`src/rtl/wb_warmboot_ctrl.sv`:
```
// Wishbone-mapped warm-boot controller: image select, programmable boot delay and
// an optional watchdog that forces a fallback image.
module wb_warmboot_ctrl #(
  parameter int              SEL_W   = 2,
  parameter int              DELAY_W = 24,
  parameter logic [SEL_W-1:0] WDT_SEL = '0,
  parameter int              DW      = 32
) (
  input  logic             clk,
  input  logic             rst_n,
  input  logic [1:0]       wb_addr,
  output logic [DW-1:0]    wb_rdata,
  input  logic [DW-1:0]    wb_wdata,
  input  logic             wb_we,
  input  logic             wb_cyc,
  output logic             wb_ack,
  output logic             boot_now,
  output logic [SEL_W-1:0] boot_sel,
  output logic             wdt_fired
);

  typedef enum logic [1:0] {
    IDLE  = 2'd0,
    COUNT = 2'd1,
    FIRE  = 2'd2
  } state_t;

  state_t             state_reg, state_next;
  logic [DELAY_W-1:0] cnt_reg, cnt_next;
  logic [DELAY_W-1:0] delay_reg;
  logic [DELAY_W-1:0] wdt_cnt_reg;
  logic [SEL_W-1:0]   sel_pending_reg;
  logic [SEL_W-1:0]   sel_latched_reg;
  logic               wdt_en_reg;
  logic               wdt_fired_reg;
  logic               ack_reg;
  logic [DW-1:0]      rdata_mux;

  logic wr, wr_ctrl, wr_delay, wr_wdt, go, cancel, wdt_expire;
  logic unused_wdata;

  assign unused_wdata = ^wb_wdata;

  // Writes take effect on the edge that closes the ack cycle; FIRE ignores them.
  assign wr         = wb_cyc & wb_we & ack_reg & (state_reg != FIRE);
  assign wr_ctrl    = wr & (wb_addr == 2'd0);
  assign wr_delay   = wr & (wb_addr == 2'd1);
  assign wr_wdt     = wr & (wb_addr == 2'd2);
  assign cancel     = wr_ctrl & wb_wdata[9];
  assign go         = wr_ctrl & wb_wdata[8] & ~wb_wdata[9];
  // Any watchdog write (kick or disable) on the 1->0 edge pre-empts expiry.
  assign wdt_expire = wdt_en_reg & (state_reg != FIRE) &
                      (wdt_cnt_reg == DELAY_W'(1)) & ~wr_wdt;

  always_ff @(posedge clk) begin
    if (!rst_n) begin
      state_reg <= IDLE;
      cnt_reg   <= '0;
    end else begin
      state_reg <= state_next;
      cnt_reg   <= cnt_next;
    end
  end

  // FIRE is reached delay_reg edges after the GO commit edge.
  always_comb begin
    state_next = state_reg;
    cnt_next   = (cnt_reg != '0) ? cnt_reg - DELAY_W'(1) : '0;
    unique case (state_reg)
      IDLE, COUNT: begin
        if (cancel) begin
          state_next = IDLE;
          cnt_next   = '0;
        end else if (go) begin
          if (delay_reg == '0) begin
            state_next = FIRE;
          end else begin
            state_next = COUNT;
            cnt_next   = delay_reg;
          end
        end else if (state_reg == COUNT && cnt_reg == DELAY_W'(1)) begin
          state_next = FIRE;
        end
      end
      default: state_next = FIRE;
    endcase
    if (wdt_expire) state_next = FIRE;
  end

  always_comb begin
    boot_now  = (state_reg == FIRE);
    boot_sel  = '0;
    wdt_fired = wdt_fired_reg;
    if (state_reg == FIRE) boot_sel = wdt_fired_reg ? WDT_SEL : sel_latched_reg;
  end

  always_ff @(posedge clk) begin
    if (!rst_n) begin
      ack_reg         <= 1'b0;
      delay_reg       <= '0;
      wdt_cnt_reg     <= '0;
      sel_pending_reg <= '0;
      sel_latched_reg <= '0;
      wdt_en_reg      <= 1'b0;
      wdt_fired_reg   <= 1'b0;
    end else begin
      ack_reg <= wb_cyc & ~ack_reg;
      if (wr_ctrl)  sel_pending_reg <= wb_wdata[SEL_W-1:0];
      if (go)       sel_latched_reg <= wb_wdata[SEL_W-1:0];
      if (wr_delay) delay_reg       <= wb_wdata[DELAY_W-1:0];
      if (wr_wdt) begin
        wdt_en_reg  <= wb_wdata[0];
        wdt_cnt_reg <= {DELAY_W{wb_wdata[0]}};
      end else if (wdt_en_reg && state_reg != FIRE && wdt_cnt_reg != '0) begin
        wdt_cnt_reg <= wdt_cnt_reg - DELAY_W'(1);
      end
      if (wdt_expire) wdt_fired_reg <= 1'b1;
    end
  end

  always_comb begin
    rdata_mux = '0;
    unique case (wb_addr)
      2'd0: rdata_mux[SEL_W-1:0]   = sel_pending_reg;
      2'd1: rdata_mux[DELAY_W-1:0] = delay_reg;
      2'd2: rdata_mux[0]           = wdt_en_reg;
      default: begin
        rdata_mux[1:0]       = state_reg;
        rdata_mux[2]         = wdt_en_reg;
        rdata_mux[3]         = wdt_fired_reg;
        rdata_mux[8 +: SEL_W] = sel_pending_reg;
      end
    endcase
  end

  assign wb_ack   = ack_reg;
  assign wb_rdata = ack_reg ? rdata_mux : '0;

endmodule

```
`config.mk`:
```
export PLATFORM = sky130hd
export DESIGN_NAME = wb_warmboot_ctrl
export DESIGN_NICKNAME = d
export VERILOG_FILES = /design/src/rtl/wb_warmboot_ctrl.sv
export SDC_FILE = /design/constraint.sdc
export NUM_CORES = 1
export LEC_CHECK = 0
export ABC_CLOCK_PERIOD_IN_PS = 3000
export CAP_MARGIN = 20
export CORE_ASPECT_RATIO = 0.6
export CORE_UTILIZATION = 50
export DETAILED_ROUTE_END_ITERATION = 6
export PLACE_DENSITY = 0.88
export SETUP_SLACK_MARGIN = 0.1
export SLEW_MARGIN = 20
export SYNTH_ARGS = -nofsm -noshare
export SYNTH_HDL_FRONTEND = slang
export SYNTH_SLANG_ARGS = --single-unit
export TNS_END_PERCENT = 30
```
`constraint.sdc`:
```
create_clock -name clk -period 3 [get_ports clk]
set_clock_uncertainty 0.15 [all_clocks]
set_input_delay 0.3 -clock clk [delete_from_list [all_inputs] [get_ports clk]]
set_output_delay 0.3 -clock clk [all_outputs]
set_load 0.01 [all_outputs]
```
### Yosys cells after proc, flatten, opt, wreduce, memory -nomap -nowiden

Index checks and enable logic that the tools add are counted.
W data, S select, Z words.

* register bits: 81
* logic and storage cells: 73

* reductions and logical operators: 13
* bitwise logic cells: 18
* mux-type cells: 22
* eq/ne operators: 8
* add/subtract/negate cells: 2

Operators with widths (number)
* $mux W24: 8
* $eq A24 B1 Y1 const B: 2
* $reduce_bool A24 Y1: 2
* $sub A24 B1 Y24 const B: 2
* $logic_not A24 Y1: 1
* $mux W2: 8
* $mux W14: 1
* $and A1 B1 Y1: 13
* $pmux W2 S2: 2
* $pmux W1 S3: 2
* $ne A5 B5 Y1 const B: 1
* $not A1 Y1: 5
* $eq A2 B1 Y1 const B: 2
* $eq A2 B2 Y1 const B: 2
* $logic_not A2 Y1: 2
* $mux W4: 1
* $reduce_bool A2 Y1: 2
* $reduce_or A2 Y1: 2
* $reduce_or A4 Y1: 1
* $logic_and A1 B1 Y1: 3
* $ne A2 B2 Y1 const B: 1

### Logic depth before layout (Yosys ltp)

* depth in word-level cells: 10
* depth in mapped cells: 9
* gate-level depth less buffers: 8

### Worst setup path before layout

No wires, ideal clock.

* path kind: flip-flop to flip-flop
* start point: register wdt_cnt_reg[4]
* end point: register wdt_cnt_reg[22]
* setup time: 0.119 ns
* setup slack: 0.849 ns
* buffers on the path: 0
* required time: 2.731 ns
* cell stages (with the launch flop): 7
* data arrival time: 1.882 ns
* path through: dfxtp_1 > or4_4 > nand4b_4 > o211ai_4 > nand2_1 > o21a_1 > o221a_2

* word-level cells in the longest chain between the ends: 3
* elaborated cells between the ends (all ways): 6
* classes of those cells: add/sub: 1; mux: 2; reduce/logical: 3

RTL lines
* from (decl): RTL line 31 `logic [DELAY_W-1:0] wdt_cnt_reg;`
* from (signal assigned): RTL line 113 `wdt_cnt_reg <= {DELAY_W{wb_wdata[0]}};`
* from (signal assigned): RTL line 115 `wdt_cnt_reg <= wdt_cnt_reg - DELAY_W'(1);`
* $sub A24 B1 Y24 / $reduce_bool A24 Y1 (equally long branches): RTL line 115, 114
* $mux W24 / $logic_and A1 B1 Y1 (equally long branches): RTL line 114 `end else if (wdt_en_reg && state_reg != FIRE && wdt_cnt_reg != '0) begin`
* $mux W24 / $reduce_bool A2 Y1 (equally long branches)

Parallel ways exist; a longest one is shown, timed or not. The select of a mux whose other input is x is not followed.
A chain may end at the register's enable or synchronous reset.

### Worst setup path in the final report

* start point: register state_reg[1]
* end point: output boot_sel[0]

* word-level cells in the longest chain between the ends: 2

RTL lines
* from (decl): RTL line 28 `state_t state_reg, state_next;`
* from (signal assigned): RTL line 60 `state_reg <= state_next;`
* $eq A2 B2 Y1: RTL line 94 `if (state_reg == FIRE) boot_sel = wdt_fired_reg ? WDT_SEL : sel_latched_reg;`
* $mux W2: RTL line 94
* to (decl): RTL line 18 `output logic [SEL_W-1:0] boot_sel,`

No other way between the ends.

==> impl_metrics.env <==
export IMPL_synthCells=503
export IMPL_p_leak_nw=1.96
export IMPL_hold_start="delay_reg[10]"
export IMPL_cts_root_buffer="clkbuf_16"
export IMPL_slew_headroom=0.375
export IMPL_avgSynthCellArea_um2=8.84
export IMPL_ys_ff_latch=81
export IMPL_path_class="reg2out"
export IMPL_start_util=0.519
export IMPL_core_rowCount=26
export IMPL_synth_warnings=0
export IMPL_synth_top_area_cell="dfxtp_1"
export IMPL_highest_layer="met4"
export IMPL_grt_pass1_wl_mm=18.8
export IMPL_drive_gt1_frac=0.0835
export IMPL_clkLatencyLatePin_ps=330
export IMPL_wl_met2_mm=5.25
export IMPL_cp_end_kind="output port"
export IMPL_report_final_slew_viol_count=0
export IMPL_grt_total_usage=0.270
export IMPL_core_um2=8560
export IMPL_worstHoldPathCells=2
export IMPL_syn_to_final_growth_pct=21.6
export IMPL_utilization=0.632
export IMPL_ys_types=61
export IMPL_cp_required_ps=2550
export IMPL_cap_violations=0
export IMPL_clk_pin_slew_ps=60
export IMPL_clkSinkCount=81
export IMPL_finalSetupTns_ps=0
export IMPL_drc=0
export IMPL_run_status="complete, no violations"
export IMPL_critical_path_max_fanout=15
export IMPL_ant_nets=0
export IMPL_dieArea_um2=9280
export IMPL_die_x_um=124
export IMPL_finalNetCount=603
export IMPL_r2r_cells=6
export IMPL_period_needed_ps=2720
export IMPL_grt_pass1_vias=3795
export IMPL_fmax_ghz=0.368
export IMPL_cp_arrival_ps=2270
export IMPL_num_vias=4139
export IMPL_numPortBuffers=58
export IMPL_routed_wl_mm=11.9
export IMPL_cts_buffer_depth=2
export IMPL_min_to="cnt_reg[10]"
export IMPL_hold_violations=0
export IMPL_ys_flop_type="dfxtp_1"
export IMPL_diodes=0
export IMPL_r2r_start="wdt_cnt_reg[16]"
export IMPL_synth_edf_count=0
export IMPL_synth_area_um2=4440
export IMPL_rsz0062_at_grt="no"
export IMPL_tightest_slew_ps=928
export IMPL_first_pass_iters=5
export IMPL_reg2reg_to="wdt_cnt_reg[22]"
export IMPL_hpwlAfterDp_mm=8.36
export IMPL_ctsHoldBuffers=0
export IMPL_io_pins=75
export IMPL_ys_seq_area_frac=0.365
export IMPL_gp_congestion=0.885
export IMPL_viasPerCell=6.13
export IMPL_h_tree_depth=3
export IMPL_postCtsSetupBuffers=0
export IMPL_overflow=0
export IMPL_r2r_slack_ps=330
export IMPL_cts_buffers=9
export IMPL_synth_top_area_frac=0.365
export IMPL_crit_path_start="state_reg[1]"
export IMPL_hold_class="reg2reg"
export IMPL_wl_met1_mm=5.33
export IMPL_cts_resized=0
export IMPL_drt_iter0_drc=442
export IMPL_setup_viol=0
export IMPL_powerDensity_nw_per_um2=719
export IMPL_critPathLaunchType="flop"
export IMPL_finalCritPeriodShare=0.906
export IMPL_grt_start_max_net_pins=25
export IMPL_wl_per_cell_um=17.7
export IMPL_async_reset_ff_frac=0
export IMPL_tritoncts="done"
export IMPL_ir_worst_vdd_mv=0.375
export IMPL_antenna_found_initial=0
export IMPL_wl_met3_mm=1.11
export IMPL_die_h_um=75.0
export IMPL_synth_area_leaders="dfxtp_1 36%, mux2i_1 7.2%, and2_1 4.9%"
-- per-stage QoR --
step           power [mW]  instances  hold WS [ps]  area (um2)  setup slack (ps)
6_report             3.89        675           359        5410               283
3_3_place_gp         2.70        660           343        5120               343
3_5_place_dp         2.77        660           355        5120               331
2_1_floorplan        2.39        510           302        4470               849
5_1_grt              4.10        675           400        5410               132
4_1_cts              3.86        675           363        5410               300
-- power by group --
group	total, mW	switching, mW	leakage, nW	internal [mW]
clock network	1.07	0.431	0.131	0.638
registers	1.40	0.168	0.656	1.23
logic	1.42	0.760	1.17	0.658
-- kinds of logic after synthesis --
logic type	count (synthesis)	synth area share
and+or+nand+nor	214	0.276
xor gates and xnor gates	34	0.0670
other	1	0.000844
buffers and inverters	41	0.0459
muxes	34	0.0797
DFF	81	0.365
adders and majority gates	6	0.0169
AOI/OAI and AO/OA	92	0.149
-- worst max path at each step --
stage          slack, ps              end  depth (start not counted)
6_report             280      boot_sel[0]                          3
3_3_place_gp         340      wb_rdata[1]                          6
4_1_cts              300      boot_sel[0]                          3
5_1_grt              130      boot_sel[0]                          3
2_1_floorplan        850  wdt_cnt_reg[22]                          6
3_5_place_dp         330      cnt_reg[16]                          8
-- layer usage --
layer | global-route usage | up-vias
met5 | 0 | -
met4 | 0.0870 | 0
met3 | 0.0871 | 34
met2 | 0.422 | 264
met1 | 0.355 | 1948
li1 | - | 1893
-- worst max-delay path: stages, from the launching register on --
cell,delay [ps]
dfxtp_1,600
nand2b_1,390
nor3b_1,320
clkdlybuf4s50_1,620
-- synthesized netlist by cell type (8+ instances only) --
cell type  number
dfxtp_1        81
nor2_1         38
and2_1         35
nor2b_1        33
mux2i_1        32
a21oi_1        30
nand2_1        23
xor2_1         19
nand3_1        17
nor4_1         17
o2bb2ai_1      16
nor3_1         15
xnor2_1        15
clkbuf_1       13
buf_2          10
o21ai_0        10
buf_4           8
inv_1           8
o21a_1          8
-- final cells by class --
cell class              instances  area [um2]
fillers                       658        3150
multi-input cells             388        2650
flip-flops and latches         81        1620
repair buffers                 71         678
clock buffers                  10         229
well taps                     112         140
clock inverters                 5        57.6
inverters                       8        30.0
-- placed cells by master, fill, tap and decap left out, types with 3 or more instances in the layout --
cell type        instances
a21oi_1                 30
a31oi_1                  3
and2_1                  35
and3_1                   3
and4b_1                  3
buf_4                   13
clkbuf_16                9
clkdlybuf4s50_1         58
clkinvlp_4               3
conb_1                   8
dfxtp_1                 81
ha_1                     6
inv_1                    8
mux2i_1                 32
nand2_1                 23
nand2b_1                 3
nand3_1                 17
nand4_1                  5
nor2_1                  38
nor2b_1                 33
nor3_1                  15
nor3b_1                  3
nor4_1                  17
nor4_2                   3
o21a_1                   8
o21ai_0                 10
o2bb2ai_1               16
o31a_1                   3
xnor2_1                 15
xor2_1                  19
No activity file was read; power rests on OpenSTA's default activity.
